<file path="src/rtl/vending_pkg.sv">
// Shared definitions for the vending controller: coin values, FSM states,
// default price table and the change-coin bundle.
package vending_pkg;

  localparam int unsigned COIN_W = 5;

  localparam logic [COIN_W-1:0] NICKEL_VAL  = 5'd5;
  localparam logic [COIN_W-1:0] DIME_VAL    = 5'd10;
  localparam logic [COIN_W-1:0] QUARTER_VAL = 5'd25;

  typedef enum logic [1:0] {
    ST_IDLE   = 2'd0,
    ST_VEND   = 2'd1,
    ST_CHANGE = 2'd2
  } state_t;

  // Product 0 in the LSBs: prices 100, 120, 115, 75 cents.
  localparam int unsigned DEF_NUM_PROD = 4;
  localparam int unsigned DEF_PRICE_W  = 8;
  localparam logic [DEF_NUM_PROD*DEF_PRICE_W-1:0] DEFAULT_PRICES =
    {8'd75, 8'd115, 8'd120, 8'd100};

  // One change coin, at most one field set.
  typedef struct packed {
    logic quarter;
    logic dime;
    logic nickel;
  } coin_t;

endpackage

</file>
<file path="src/rtl/vend_change_unit.sv">
// Greedy change selector: when the dispenser is ready, picks the largest
// coin not exceeding the balance and returns the reduced balance.
//   balance        in   current credit
//   disp_ready     in   dispenser can accept a coin this cycle
//   coin_c         out  selected coin (combinational)
//   balance_next_c out  balance after paying the selected coin (combinational)
module vend_change_unit
  import vending_pkg::*;
#(
  parameter int unsigned BAL_W = 8
) (
  input  logic [BAL_W-1:0] balance,
  input  logic             disp_ready,
  output coin_t            coin_c,
  output logic [BAL_W-1:0] balance_next_c
);

  // Largest-first coin choice; nothing paid while the dispenser stalls.
  always_comb begin
    coin_c         = '0;
    balance_next_c = balance;
    if (disp_ready) begin
      if (balance >= BAL_W'(QUARTER_VAL)) begin
        coin_c.quarter = 1'b1;
        balance_next_c = balance - BAL_W'(QUARTER_VAL);
      end else if (balance >= BAL_W'(DIME_VAL)) begin
        coin_c.dime    = 1'b1;
        balance_next_c = balance - BAL_W'(DIME_VAL);
      end else if (balance >= BAL_W'(NICKEL_VAL)) begin
        coin_c.nickel  = 1'b1;
        balance_next_c = balance - BAL_W'(NICKEL_VAL);
      end
    end
  end

endmodule

</file>
<file path="src/rtl/vending_engine.sv">
// Vending controller: credits coins, tracks a pending selection, per-product
// price and stock, vends one product and pays change one coin per ready cycle.
//   CLK, RESET            clock, asynchronous active-high reset
//   inquarter/indime/innickle  one-cycle coin pulses
//   insel                 one-hot product select pulse
//   RETURN                refund request (IDLE only)
//   restock, restock_id   refill one product to full
//   disp_ready            change dispenser handshake
//   outquarter/outdime/outnickle  change coin pulses
//   outbev                one-hot vend pulse
//   coin_reject           inserted coin(s) refused
//   sold_out              per-product empty flag (one cycle behind stock)
//   balance               current credit
//   busy                  controller not idle
module vending_engine
  import vending_pkg::*;
#(
  parameter int unsigned NUM_PROD = DEF_NUM_PROD,
  parameter int unsigned PRICE_W  = DEF_PRICE_W,
  parameter logic [NUM_PROD*PRICE_W-1:0] PRICES = DEFAULT_PRICES,
  parameter int unsigned BAL_W    = 8,
  parameter int unsigned BAL_MAX  = 250,
  parameter int unsigned STOCK_W  = 4,
  localparam int unsigned IDX_W   = (NUM_PROD > 1) ? $clog2(NUM_PROD) : 1
) (
  input  logic                CLK,
  input  logic                RESET,
  input  logic                inquarter,
  input  logic                indime,
  input  logic                innickle,
  input  logic [NUM_PROD-1:0] insel,
  input  logic                RETURN,
  input  logic                restock,
  input  logic [IDX_W-1:0]    restock_id,
  input  logic                disp_ready,
  output logic                outquarter,
  output logic                outdime,
  output logic                outnickle,
  output logic [NUM_PROD-1:0] outbev,
  output logic                coin_reject,
  output logic [NUM_PROD-1:0] sold_out,
  output logic [BAL_W-1:0]    balance,
  output logic                busy
);

  localparam int unsigned SUM_W = BAL_W + 1;
  localparam int unsigned CMP_W = ((BAL_W > PRICE_W) ? BAL_W : PRICE_W) + 1;
  localparam logic [STOCK_W-1:0] STOCK_FULL = '1;

  state_t               state, state_nxt;
  logic [BAL_W-1:0]     balance_nxt;
  logic                 pend_vld, pend_vld_nxt;
  logic [IDX_W-1:0]     pend_idx, pend_idx_nxt;
  logic [STOCK_W-1:0]   stock [NUM_PROD];
  logic [NUM_PROD-1:0]  outbev_nxt;
  coin_t                chg_nxt;
  logic                 reject_nxt;

  // Coin decode: count of active lines, value of the single coin, new sum.
  logic [1:0]        coin_cnt_c;
  logic [COIN_W-1:0] coin_val_c;
  logic [SUM_W-1:0]  coin_sum_c;

  always_comb begin
    coin_cnt_c = 2'(inquarter) + 2'(indime) + 2'(innickle);
    coin_val_c = '0;
    if (inquarter)     coin_val_c = QUARTER_VAL;
    else if (indime)   coin_val_c = DIME_VAL;
    else if (innickle) coin_val_c = NICKEL_VAL;
    coin_sum_c = SUM_W'(balance) + SUM_W'(coin_val_c);
  end

  // Selection decode: accepted only if one-hot and the product is in stock.
  logic             sel_hit_c;
  logic [IDX_W-1:0] sel_idx_c;

  always_comb begin
    sel_idx_c = '0;
    for (int i = 0; i < NUM_PROD; i++) begin
      if (insel[i]) sel_idx_c = IDX_W'(i);
    end
    sel_hit_c = $onehot(insel) && (stock[sel_idx_c] != '0);
  end

  // Price of the pending product and the credit left after vending it.
  logic [PRICE_W-1:0] price_c;
  logic               vend_ok_c;
  logic [BAL_W-1:0]   vend_rem_c;

  assign price_c    = PRICES[32'(pend_idx) * PRICE_W +: PRICE_W];
  assign vend_ok_c  = pend_vld && (CMP_W'(balance) >= CMP_W'(price_c));
  assign vend_rem_c = balance - BAL_W'(price_c);

  coin_t            chg_coin_c;
  logic [BAL_W-1:0] chg_bal_c;

  vend_change_unit #(.BAL_W(BAL_W)) u_change (
    .balance        (balance),
    .disp_ready     (disp_ready),
    .coin_c         (chg_coin_c),
    .balance_next_c (chg_bal_c)
  );

  // Next-state and registered-output decode.
  always_comb begin
    state_nxt    = state;
    balance_nxt  = balance;
    pend_vld_nxt = pend_vld;
    pend_idx_nxt = pend_idx;
    outbev_nxt   = '0;
    chg_nxt      = '0;
    reject_nxt   = 1'b0;

    unique case (state)
      ST_IDLE: begin
        if (coin_cnt_c == 2'd1 && coin_sum_c <= SUM_W'(BAL_MAX)) begin
          balance_nxt = coin_sum_c[BAL_W-1:0];
        end else if (coin_cnt_c != 2'd0) begin
          reject_nxt = 1'b1;
        end
        // RETURN beats select/vend; a coin in the same cycle joins the refund.
        if (RETURN) begin
          pend_vld_nxt = 1'b0;
          if (balance_nxt != '0) state_nxt = ST_CHANGE;
        end else if (vend_ok_c) begin
          // Selection is committed here; a new insel this cycle is dropped.
          state_nxt            = ST_VEND;
          outbev_nxt[pend_idx] = 1'b1;
        end else if (sel_hit_c) begin
          pend_vld_nxt = 1'b1;
          pend_idx_nxt = sel_idx_c;
        end
      end
      ST_VEND: begin
        reject_nxt   = (coin_cnt_c != 2'd0);
        balance_nxt  = vend_rem_c;
        pend_vld_nxt = 1'b0;
        state_nxt    = (vend_rem_c != '0) ? ST_CHANGE : ST_IDLE;
      end
      ST_CHANGE: begin
        reject_nxt  = (coin_cnt_c != 2'd0);
        balance_nxt = chg_bal_c;
        chg_nxt     = chg_coin_c;
        if (chg_bal_c == '0) state_nxt = ST_IDLE;
      end
      default: state_nxt = ST_IDLE;
    endcase
  end

  // State, credit, selection and output pulses.
  always_ff @(posedge CLK or posedge RESET) begin
    if (RESET) begin
      state       <= ST_IDLE;
      balance     <= '0;
      pend_vld    <= 1'b0;
      pend_idx    <= '0;
      outbev      <= '0;
      outquarter  <= 1'b0;
      outdime     <= 1'b0;
      outnickle   <= 1'b0;
      coin_reject <= 1'b0;
      busy        <= 1'b0;
    end else begin
      state       <= state_nxt;
      balance     <= balance_nxt;
      pend_vld    <= pend_vld_nxt;
      pend_idx    <= pend_idx_nxt;
      outbev      <= outbev_nxt;
      outquarter  <= chg_nxt.quarter;
      outdime     <= chg_nxt.dime;
      outnickle   <= chg_nxt.nickel;
      coin_reject <= reject_nxt;
      busy        <= (state_nxt != ST_IDLE);
    end
  end

  // Stock counters; restock overrides a same-cycle vend decrement.
  always_ff @(posedge CLK or posedge RESET) begin
    if (RESET) begin
      for (int i = 0; i < NUM_PROD; i++) stock[i] <= STOCK_FULL;
      sold_out <= '0;
    end else begin
      for (int i = 0; i < NUM_PROD; i++) begin
        if (restock && restock_id == IDX_W'(i)) begin
          stock[i] <= STOCK_FULL;
        end else if (state == ST_VEND && pend_idx == IDX_W'(i)) begin
          stock[i] <= stock[i] - STOCK_W'(1);
        end
        sold_out[i] <= (stock[i] == '0);
      end
    end
  end

endmodule
</file>
<file path="config.mk">
export PLATFORM = sky130hd
export DESIGN_NAME = vending_engine
export DESIGN_NICKNAME = d
export VERILOG_FILES = /design/src/rtl/vending_pkg.sv /design/src/rtl/vend_change_unit.sv /design/src/rtl/vending_engine.sv
export SDC_FILE = /design/constraint.sdc
export NUM_CORES = 1
export LEC_CHECK = 0
export BUFFER_PORTS_ARGS = -buffer_cell sky130_fd_sc_hd__buf_2
export CELL_PAD_IN_SITES_DETAIL_PLACEMENT = 1
export CELL_PAD_IN_SITES_GLOBAL_PLACEMENT = 1
export CORE_ASPECT_RATIO = 0.5
export CORE_MARGIN = 2
export CORE_UTILIZATION = 42
export CTS_CLUSTER_SIZE = 24
export DETAILED_ROUTE_END_ITERATION = 8
export PLACE_DENSITY = 0.74
export SLEW_MARGIN = 0
export SYNTH_ARGS = -nofsm -noshare
export SYNTH_HDL_FRONTEND = slang
export SYNTH_SLANG_ARGS = --single-unit
</file>
<file path="constraint.sdc">
create_clock -name CLK -period 3.1 [get_ports CLK]
set_clock_uncertainty 0.15 [all_clocks]
set_input_delay 0.31 -clock CLK [delete_from_list [all_inputs] [get_ports CLK]]
set_output_delay 0.31 -clock CLK [all_outputs]
set_load 0.01 [all_outputs]
</file>
* Word level (Yosys, flattened, before mapping)
Index checks and enable logic that the tools add are counted.
Word-level totals: word-level logic and storage cells 136, input port bits 14, flip-flop bits (word level) 42
Cells by class: bitwise logic cells 3, reduce and logical (&&, ||, !) cells 34, eq/ne operators 12, muxes and demuxes 49, shifts and indexed selects 1, add/subtract/negate cells 14, $lt $le $gt $ge 8
Operator list (number):
- $mux 4 | 14
- $mux 8 | 6
- $shiftx 32x6->8 const A | 1
- $pmux 8 s3 | 1
- $logic_not 4->1 | 4
- $mux 2 | 8
- $reduce_bool 8->1 | 2
- $sub 4x1->4 const B | 4
- $reduce_bool 2->1 | 7
- $logic_and 1x1->1 | 12
- $mux 1 | 11
- $eq 2x2->1 const B | 5
- $add 8x5->9 | 1
- $le 9x8->1 const B | 1
- $mux 3 | 3
- $bmux 4 s2 | 1
- $eq 2x1->1 const B | 4
- $ge 8x3->1 const B | 1
- $ge 8x4->1 const B | 1
- $ge 8x5->1 const B | 1
- $ge 8x8->1 | 1
- $logic_not 8->1 | 1
- $sub 8x3->8 const B | 1
- $sub 8x4->8 const B | 1
- other kinds (22) | 29

* Logic depth before layout (Yosys ltp)
Gate-level depths: netlist (run 1).
word-level depth 13, mapped depth 13

* Hierarchy
From an unflattened synthesis (run 1), not the netlist that was laid out.
Second synthesis, totals: cell total of the unflattened synthesis 425, area total of the unflattened synthesis 3662.3 um^2
By module, submodules not included:
- vending_engine | times used 1, area an instance 3041.7 um^2, cells each 334
- vend_change_unit | times used 1, area an instance 620.6 um^2, cells each 91

* Worst setup path before layout (run 1)
OpenSTA, ideal clock, no wires.
kind flip-flop to flip-flop, start register balance[1], end register balance[7], path buffers 1, required time 2.829 ns, arrival 2.853 ns, stages on the path, launching flop included 12, setup slack -0.024 ns, cell sequence dfrtp_1 -> clkbuf_1 -> inv_1 -> fa_1 -> nand2b_1 -> o2bb2ai_1 -> xnor2_1 -> nand4_1 -> o31ai_2 -> nor3_1 -> o21ba_2 -> o22a_1
On the way: word-level cells in the longest chain between the ends 6, elaborated cells between the ends (all ways) 17
Ends and longest elaborated chain:
- from (decl) | RTL line vending_engine.sv:42 | output logic [BAL_W-1:0] balance,
- from (signal assigned) | RTL line vending_engine.sv:165 | balance <= balance_nxt;
- $add 8x5->9 (tied with other cells) | RTL line vending_engine.sv:70 | coin_sum_c = SUM_W'(balance) + SUM_W'(coin_val_c);
- $le 9x8->1 / $mux 8 (equally long branches) | RTL line vending_engine.sv:116, vend_change_unit.sv:29
- $logic_and 1x1->1 / $mux 8 (equally long branches) | RTL line vending_engine.sv:116, vend_change_unit.sv:26
- $mux 8, on equally long branches | RTL line vending_engine.sv:116, vend_change_unit.sv:23
- $mux 8, on equally long branches | RTL line vending_engine.sv:114, vend_change_unit.sv:22
- $pmux 8 s3 * | RTL line vending_engine.sv:114 | unique case (state)
Mark *: on every way between the ends. The rest lies on a longest branch, timed or not. The select of a mux whose other input is x is not followed. A chain may end at the register's enable or synchronous reset.

* Worst setup path in the final report (run 1)
start register balance[0], end register busy
On the way: word-level cells in the longest chain between the ends 10, elaborated cells between the ends (all ways) 28
Ends and longest elaborated chain:
- $add 8x5->9 | RTL line vending_engine.sv:70
- $le 9x8->1 | RTL line vending_engine.sv:116 | if (coin_cnt_c == 2'd1 && coin_sum_c <= SUM_W'(BAL_MAX)) begin
- $logic_and 1x1->1 | RTL line vending_engine.sv:116
- $mux 8 | RTL line vending_engine.sv:116
- $mux 8 | RTL line vending_engine.sv:114
- $reduce_bool 8->1 | RTL line vending_engine.sv:124 | if (balance_nxt != '0) state_nxt = ST_CHANGE;
- $mux 2 | RTL line vending_engine.sv:124
- $mux 2 | RTL line vending_engine.sv:122 | if (RETURN) begin
- $pmux 2 s3 * | RTL line vending_engine.sv:114
- named net state_nxt[1] | RTL line vending_engine.sv:50 | state_t state, state_nxt;
- $reduce_bool 2->1 * | RTL line vending_engine.sv:173 | busy <= (state_nxt != ST_IDLE);
- to (signal assigned) | RTL line vending_engine.sv:173
- to (decl) | RTL line vending_engine.sv:43 | output logic busy
The timed path passes the listed nets; every way through them passes the cells marked *. The select of a mux whose other input is x is not followed.

==> results.toml, run 1 <==
[power]
p_leak_nw = 2.06
power_density_nw_per_um2 = 1100
p_total_mw = 4.98
peakVddDrop_mv = 0.337

[routing]
vias = 3487
drc = 0
drt-wirelength-per-cell_microns = 18.5
routed_wl_microns = 11300
vias_per_cell = 5.72
first_iter_violations = 180
drtPass1Iterations = 4
detail-route-antenna-nets = 0

[timing]
timing.final.ws_setup_ps = 69.2
finalCritPeriodShare_pct = 97.8
finalSetupViolCount = 0
rsz0062_at_grt = "true"
tightest_slew_ps = 891
fmax_mhz = 330
tns_ps = 0
finalHoldViolCount = 0
hold_ws_ps = 63.0
drv_slew = 0
period_minus_slack_ps = 3030
max_slew_margin_pct = 40.5

[synthesis]
syn-instance-count = 423
synth_cell_types = 76
synthTopCellsByArea = "dfrtp_1, dfstp_2, ha_1"
synthesis.nets = 474
synth_commonest_cells = "inv_1, nand2_1, ha_1, dfrtp_1, o21ai_0"
ys_warn_count = 0
synth_seq_cells = 42
synth_edf_count = 0
syn_avg_cell_area_sq_um = 8.76
synth_top_flop_cell = "dfrtp_1"
synth_top_area_share_pct = 17.6
async_reset_ff_share_pct = 100
syn-cell-area_sq_um = 3700
ys_seq_area_share_pct = 28.9
yosysTopAreaCell = "dfrtp_1"

[clocking]
cts_buffers = 5
clk_latency_ps = 290
cts_tree = "done"
cts_root_buf = "clkbuf_16"
ctsHoldBuffers = 0
cts.htree.levels = 2
clk_pin_slew_ps = 60
cts_buffer_depth = 2
cts_sinks = 42

[hold_path]
hold_class = "primary input to asynchronous set/reset pin"

[final_layout]
final_nets = 543
diodes = 0
syn2layout_area_growth_pct = 22.4
instances_no_fill = 610
drive_above_1_share_pct = 28.0
final_util_pct = 52.4
fin_area_sq_um = 4530

[die]
fp.dieH_microns = 70.4
io_pins = 35
start_util_pct = 42.8
fp.dieW_microns = 137
dieArea_sq_um = 9630
rows = 24
core_sq_um = 8650

[placed_design]
place_ws_ps = -97.6
gp_congestion = 0.837
post-dp-hpwl_microns = 8540
post-place-cells = 600
io_buffers = 34
place_area_sq_um = 4260

[worst_setup_path]
rr_worst_depth = 10
arrival_ps = 3050
cp_num_buf_inv = 1
critPathMaxFanout = 6
slowest_stage = "dfrtp_2"
required_ps = 3120
crit_chain = "buf_4 > ha_1 > or3b_4 > a311oi_4 > nand3_1 > a21oi_2 > o221ai_2 > o311ai_2 > a41oi_2 > a21o_1"
cp_slowest_stage_delay_ps = 450
cp-end-kind = "flip-flop"
worstSetupPathType = "flip-flop to flip-flop"
crit_family = "compound AO/OA/AOI/OAI gates"
crit_path_start_kind = "flip-flop"
cp.depth = 10

[global_routing]
grt_max_degree = 43
antenna_found_initial = 0
grt_pass1_wl_microns = 18400
gr-total-overflow = 0
grt.total_usage_pct = 24.5
first_global_vias = 3663

[job]
maxCapViolations = 0

[status]
status = "finished clean"
[per-layer routing]
layer | wire length (microns) | GRT usage, % | share of wire, % | vias to the layer above
met4 | 253 | 7.22 | 2.2 | 0
met3 | 451 | 4.43 | 4.0 | 21
met1 | 5470 | 34.3 | 48 | 1714
met2 | 5120 | 38.6 | 45 | 73
met5 | 0 | 0 | 0 | -
li1 | - | - | - | 1679
[report_power, final]
part	total, mW	switching (mW)	internal [mW]	leakage [nW]
Combinational	3.52	2.00	1.52	1.49
Sequential	0.853	0.173	0.680	0.498
Clock	0.608	0.228	0.381	0.0771
[path summary, 6_finish.rpt]
check | from | to | slack [ps]
worst max-delay path | balance[0] | busy | 70
worst min-delay path | RESET | outquarter | 60
worst max register to register | balance[0] | busy | 70
worst min register to register | pend_vld | pend_vld | 340
max in group asynchronous | RESET | balance[0] | 2130
min in group CLK | restock_id[0] | stock[14] | 220
[state kept, by name (all words and copies together), names as in the netlist]
register	flops
coin_reject	1
stock	16
state	2
pend_idx	2
outdime	1
pend_vld	1
outquarter	1
outbev	4
busy	1
sold_out	4
outnickle	1
balance	8
[worst register-to-register path: cells and delay by family (launching register included)]
kind | cells | cell delay (ps)
adder cells (fa/ha/maj) | 1 | 210
AO/OA/AOI/OAI | 6 | 1380
AND/OR/NAND/NOR | 2 | 560
buffers and inverters | 1 | 180
flip-flops | 1 | 450
[what timing repair did]
action / in CTS / in global routing
endpoints found under the setup margin: 1 / 12
pin swaps: 3 / 7
buffers inserted: 0 / 2
resized for setup: 3 / 21
[layout by cell type, fill, tap and decap left out, types with 16 or more instances in the layout]
| master | netlist | routed |
|---|---|---|
| a21oi_1 | 19 | 16 |
| buf_2 | 4 | 34 |
| buf_4 | 1 | 45 |
| dfrtp_1 | 26 | 25 |
| dfstp_2 | 16 | 16 |
| ha_1 | 33 | 30 |
| inv_1 | 38 | 35 |
| nand2_1 | 38 | 38 |
| nor2_1 | 18 | 18 |
| o21ai_0 | 23 | 19 |
[area by class of cell]
type                    instances  area (sq um)
clock buffers                   6           129
clock inverters                 2          37.5
fillers                      1037          4120
inverters                      39           146
multi-input cells             325          2490
flip-flops and latches         42          1070
well taps                     117           146
repair buffers                 79           508
[kinds of logic (layout without fill, tap and decap cells)]
logic type	count (synthesis)	in the layout	synth area share, %
and+or+nand+nor	139	139	20.1
AOI/OAI and AO/OA	122	122	25.0
buffers and inverters	56	126	6.11
DFF	42	42	28.9
adders and majority gates	37	37	13.3
xor gates and xnor gates	23	23	5.44
muxes	4	4	1.11
Power figures use the tool's default switching activity.
==> run 2: changes to the inputs <==
--- a/config.mk
+++ b/config.mk
@@ -5,15 +5,16 @@
 export SDC_FILE = /design/constraint.sdc
 export NUM_CORES = 1
 export LEC_CHECK = 0
+export ABC_AREA = 1
 export BUFFER_PORTS_ARGS = -buffer_cell sky130_fd_sc_hd__buf_2
 export CELL_PAD_IN_SITES_DETAIL_PLACEMENT = 1
 export CELL_PAD_IN_SITES_GLOBAL_PLACEMENT = 1
 export CORE_ASPECT_RATIO = 0.5
 export CORE_MARGIN = 2
-export CORE_UTILIZATION = 42
+export CORE_UTILIZATION = 39
 export CTS_CLUSTER_SIZE = 24
 export DETAILED_ROUTE_END_ITERATION = 8
-export PLACE_DENSITY = 0.74
+export PLACE_DENSITY = 0.73
 export SLEW_MARGIN = 0
 export SYNTH_ARGS = -nofsm -noshare
 export SYNTH_HDL_FRONTEND = slang
==> results.toml, run 2 <==
[status]
status = "finished clean"

[power]
p_leak_nw = 2.28
peakVddDrop_mv = 0.389
power_density_nw_per_um2 = 1060

[routing]
drt-wirelength-per-cell_microns = 15.9
vias = 3645
detail-route-antenna-nets = 0
drc = 0
drtPass1Iterations = 4
vias_per_cell = 5.21
routed_wl_microns = 11100
first_iter_violations = 185

[final_layout]
reg_top3 = "stock: 16 flops, balance: 8 flops"
instances_no_fill = 699
final_common_cell = "nand2_1"
final_nets = 632
diodes = 0
syn2layout_area_growth_pct = 16.8
largest-register = "stock"
mostFrequentLayoutCells = "nand2_1, inv_1, nand3_1"
drive_above_1_share_pct = 18.9
fin_area_sq_um = 4300
largest_reg_flops = 16

[synthesis]
ys_warn_count = 0
synth.most_common_cell = "nand2_1"
syn-cell-area_sq_um = 3680
ys_seq_area_share_pct = 29.1
synth_edf_count = 0
synthTopCellsByArea = "dfrtp_1, nand2_1, dfstp_2"
syn-instance-count = 531
synth_cell_types = 44
synthesis.nets = 582
syn_avg_cell_area_sq_um = 6.92
synth_top_flop_cell = "dfrtp_1"
yosysTopAreaCell = "dfrtp_1"
synth_top_area_share_pct = 17.7
async_reset_ff_share_pct = 100
synth_commonest_cells = "nand2_1, inv_1, nand3_1, nor2_1, ha_1"
synth_seq_cells = 42

[clocking]
cts.htree.levels = 2
clk_latency_ps = 290
cts_tree = "done"
cts_buffers = 5
cts_root_buf = "clkbuf_16"
ctsHoldBuffers = 0
clk_pin_slew_ps = 60
cts_buffer_depth = 2
cts_sinks = 42

[worst_setup_path]
cp-end-kind = "flip-flop"
critPathMaxFanout = 5
crit_path_start_kind = "flip-flop"
required_ps = 3120
worstSetupPathType = "flip-flop to flip-flop"
arrival_ps = 2930

[die]
fp.dieW_microns = 141
fp.dieH_microns = 72.7
core_sq_um = 8920
io_pins = 35
dieArea_sq_um = 10300
start_util_pct = 41.2
rows = 24

[placed_design]
post-dp-hpwl_microns = 8530
place_area_sq_um = 4050
post-place-cells = 687
gp_congestion = 0.865
place_ws_ps = -113
io_buffers = 34

[job]
maxCapViolations = 0

[timing]
period_minus_slack_ps = 2910
timing.final.ws_setup_ps = 188
finalSetupViolCount = 0
fmax_mhz = 343
tightest_slew_ps = 928
max_slew_margin_pct = 38.1
finalCritPeriodShare_pct = 93.9
finalHoldViolCount = 0
drv_slew = 0

[global_routing]
grt.total_usage_pct = 22.4
gr-total-overflow = 0
first_global_vias = 3669
grt_max_degree = 43
antenna_found_initial = 0
grt_pass1_wl_microns = 18300

[hold_path]
hold_class = "primary input to asynchronous set/reset pin"
==> run 2: cell types whose count changed after synthesis, moves of 7 or more <==
cell,change
nor3b_1,-7
xnor2_1,-13
nand2_1,+103
nor2_1,+23
o22a_1,-8
nor2b_1,-7
nand3_1,+48
a31oi_1,-8
nand2b_1,-7
inv_1,+39
==> run 2: power breakdown <==
part	total, mW	switching [mW]	internal, mW	leakage [nW]
logic	3.13	2.00	1.13	1.72
registers	0.921	0.190	0.731	0.494
clock network	0.527	0.228	0.298	0.0698
total	4.57	2.42	2.16	2.28
==> run 2: cell families (layout without fill, tap and decap cells) <==
family	after synthesis	after routing	share of synthesized area [%]
compound gates	68	68	11.1
buf+inv	93	142	9.87
simple gates	282	284	34.3
xor+xnor	9	9	2.14
fa+ha+maj	37	37	13.4
flops	42	42	29.1
==> run 2: timing repair <==
action | 4_1_cts | 5_1_grt
setup buffers | 0 | 2
endpoints found under the hold margin | 0 | 0
endpoints found under the setup margin | 0 | 8
resized for setup | 0 | 24
==> run 2: cell type report <==
type / count / area (sq um)
Tap cell: 117 / 146
Clock buffer: 5 / 125
Clock inverter: 3 / 21.3
Sequential cell: 42 / 1070
Timing Repair Buffer: 50 / 290
Multi-Input combinational cell: 398 / 2320
Fill cell: 1192 / 4620
Inverter: 84 / 318
==> run 2: metrics by stage <==
stage	utilization (%)	hold slack [ps]	setup TNS [ps]	total power, mW
2_1_floorplan	-	233	0	2.94
6_report	48.2	80.4	0	4.57
3_3_place_gp	45.4	336	0	3.76
5_1_grt	48.2	96.8	-93.5	5.06
4_1_cts	47.1	95.2	0	4.40
3_5_place_dp	45.4	338	-268	3.83
==> run 2: routing by layer <==
metal | share of wire [%] | up-vias | wire, microns | global-route usage (%)
li1 | - | 1831 | - | -
met1 | 51 | 1766 | 5640 | 31.8
met2 | 46 | 44 | 5140 | 37.9
met3 | 2.7 | 4 | 300 | 2.62
met4 | 0.46 | 0 | 51 | 3.56
met5 | 0 | - | 0 | 0
==> run 2: final timing paths <==
check	start	endpoint	slack, ps	cells past startpoint
min in group CLK	RETURN	outbev[0]	100	2
max in group asynchronous	RESET	balance[0]	2090	2
worst max-delay path	balance[0]	pend_idx[0]	190	14
worst min-delay path	RESET	outquarter	80	2
worst min register to register	stock[11]	stock[11]	350	2
worst max register to register	balance[0]	pend_idx[0]	190	14
==> run 2: critical path: stages, from the launching register on <==
cell      delay, ps
dfrtp_2         460
inv_1           100
ha_1            200
inv_1            60
fa_1            410
a21oi_1         160
o21ai_1         110
a21oi_1         210
o21ai_2         100
nand2_1          60
nand3_1         120
nand2_2         160
nand4_1         190
a211oi_2        210
a21oi_1          70
==> run 3: changes to the inputs <==
--- a/config.mk
+++ b/config.mk
@@ -7,7 +7,7 @@
 export LEC_CHECK = 0
 export ABC_AREA = 1
 export BUFFER_PORTS_ARGS = -buffer_cell sky130_fd_sc_hd__buf_2
-export CELL_PAD_IN_SITES_DETAIL_PLACEMENT = 1
+export CELL_PAD_IN_SITES_DETAIL_PLACEMENT = 0
 export CELL_PAD_IN_SITES_GLOBAL_PLACEMENT = 1
 export CORE_ASPECT_RATIO = 0.5
 export CORE_MARGIN = 2
==> results.toml, run 3 (synthesis gave the netlist of run 2 again) <==
[hold_path]
hold_class = "primary input to asynchronous set/reset pin"

[final_layout]
seqCellArea_sq_um = 1070
largest-register = "stock"
drive_above_1_share_pct = 17.4
multi_input_area_sq_um = 2280
reg_top3 = "stock: 16 flops, balance: 8 flops"
final_nets = 632
final_common_cell = "nand2_1"
largest_reg_flops = 16
instances_no_fill = 699
diodes = 0
syn2layout_area_growth_pct = 16.2
mostFrequentLayoutCells = "nand2_1, inv_1, nand3_1"
nFillCells = 920

[die]
core_sq_um = 8920
rows = 24
start_util_pct = 41.2
fp.dieH_microns = 72.7
fp.dieW_microns = 141
io_pins = 35
dieArea_sq_um = 10300

[timing]
drv_slew = 0
tns_ps = 0
finalCritPeriodShare_pct = 91.5
finalSetupViolCount = 0
hold_ws_ps = 65.8
tightest_slew_ps = 896
period_minus_slack_ps = 2840
finalHoldViolCount = 0
max_slew_margin_pct = 40.2
timing.final.ws_setup_ps = 263
fmax_mhz = 352

[worst_setup_path]
required_ps = 3110
critPathMaxFanout = 5
cp-end-kind = "flip-flop"
timing.rr.start = "balance[0]"
cp_common_cell = "a21oi_1"
cp_slowest_stage_delay_ps = 430
worstSetupPathType = "flip-flop to flip-flop"
crit_path_start_kind = "flip-flop"
rr_worst_depth = 14
crit_chain = "inv_1 > ha_1 > inv_1 > fa_1 > a21oi_1 > o21ai_1 > a21oi_1 > o21ai_1 > nand2_1 > nand3_1 > nand2_1 > nand4_1 > a211oi_1 > a21oi_1"
r2r_setup_slack_ps = 260
slowest_stage = "dfrtp_1"
timing.rr.end = "pend_idx[0]"
arrival_ps = 2840

[placed_design]
place_ws_ps = -37.3
io_buffers = 34
post-place-cells = 687
post-dp-hpwl_microns = 7520
gp_congestion = 0.865

[routing]
first_iter_violations = 159
routed_wl_microns = 9660
vias_per_cell = 4.94
vias = 3451
detail-route-antenna-nets = 0
drtPass1Iterations = 4
drc = 0
drt-wirelength-per-cell_microns = 13.8

[power]
peakVddDrop_mv = 0.316
power_density_nw_per_um2 = 1030
p_total_mw = 4.41
p_leak_nw = 2.28

[global_routing]
first_global_vias = 3307
gr-total-overflow = 0
grt_pass1_wl_microns = 16400
antenna_found_initial = 0
grt.total_usage_pct = 20.0
grt_max_degree = 43

[clocking]
clk_pin_slew_ps = 60
cts_root_buf = "clkbuf_16"
cts_sinks = 42
clk_latency_ps = 280
cts.htree.levels = 2
cts_buffers = 5
cts_tree = "done"
cts_buffer_depth = 2

[status]
status = "finished clean"

[job]
maxCapViolations = 0
## run 3: cell type report
cell class              count  area share [%]
well taps                 117            3.43
clock inverters             2           0.879
clock buffers               6            3.02
inverters                  84            7.44
multi-input cells         398            53.4
flip-flops and latches     42            25.1
repair buffers             50            6.80
## run 3: per-layer routing
| layer | up-vias | routed length (microns) | track usage (%) |
|---|---|---|---|
| li1 | 1838 | - | - |
| met1 | 1557 | 5320 | 29.7 |
| met2 | 52 | 3970 | 31.2 |
| met3 | 4 | 329 | 3.87 |
| met4 | 0 | 43 | 2.67 |
| met5 | - | 0 | 0 |
## run 3: through the flow
step	cell area [sq um]	util, %
floorplan	3680	-
global placement	4050	45.4
detailed placement	4050	45.4
CTS	4220	47.3
global route	4270	47.9
finish	4270	47.9
## run 3: report_power, final
group          internal, mW  switching [mW]
clock                 0.380           0.217
combinational          1.06            1.86
sequential            0.730           0.174
total                  2.17            2.25
## run 3: worst max-delay path by stage
stage | endpoint | cells past startpoint | startpoint
2_1_floorplan | busy | 22 | balance[1]
3_3_place_gp | busy | 25 | indime
3_5_place_dp | busy | 25 | indime
4_1_cts | busy | 16 | pend_idx[1]
5_1_grt | busy | 22 | balance[1]
6_report | pend_idx[0] | 14 | balance[0]
## run 3: critical path: cells and delay by family (launching register included)
family	cells	cell delay, ps
buf+inv	2	160
flops	1	430
simple gates	4	570
compound gates	6	800
fa+ha+maj	2	580
## run 3: what timing repair did
action / 4_1_cts / 5_1_grt
hold buffers: 0 / 0
resized for setup: 0 / 12
setup endpoints to repair: 0 / 5
setup buffers: 0 / 2
hold endpoints to repair: 0 / 0
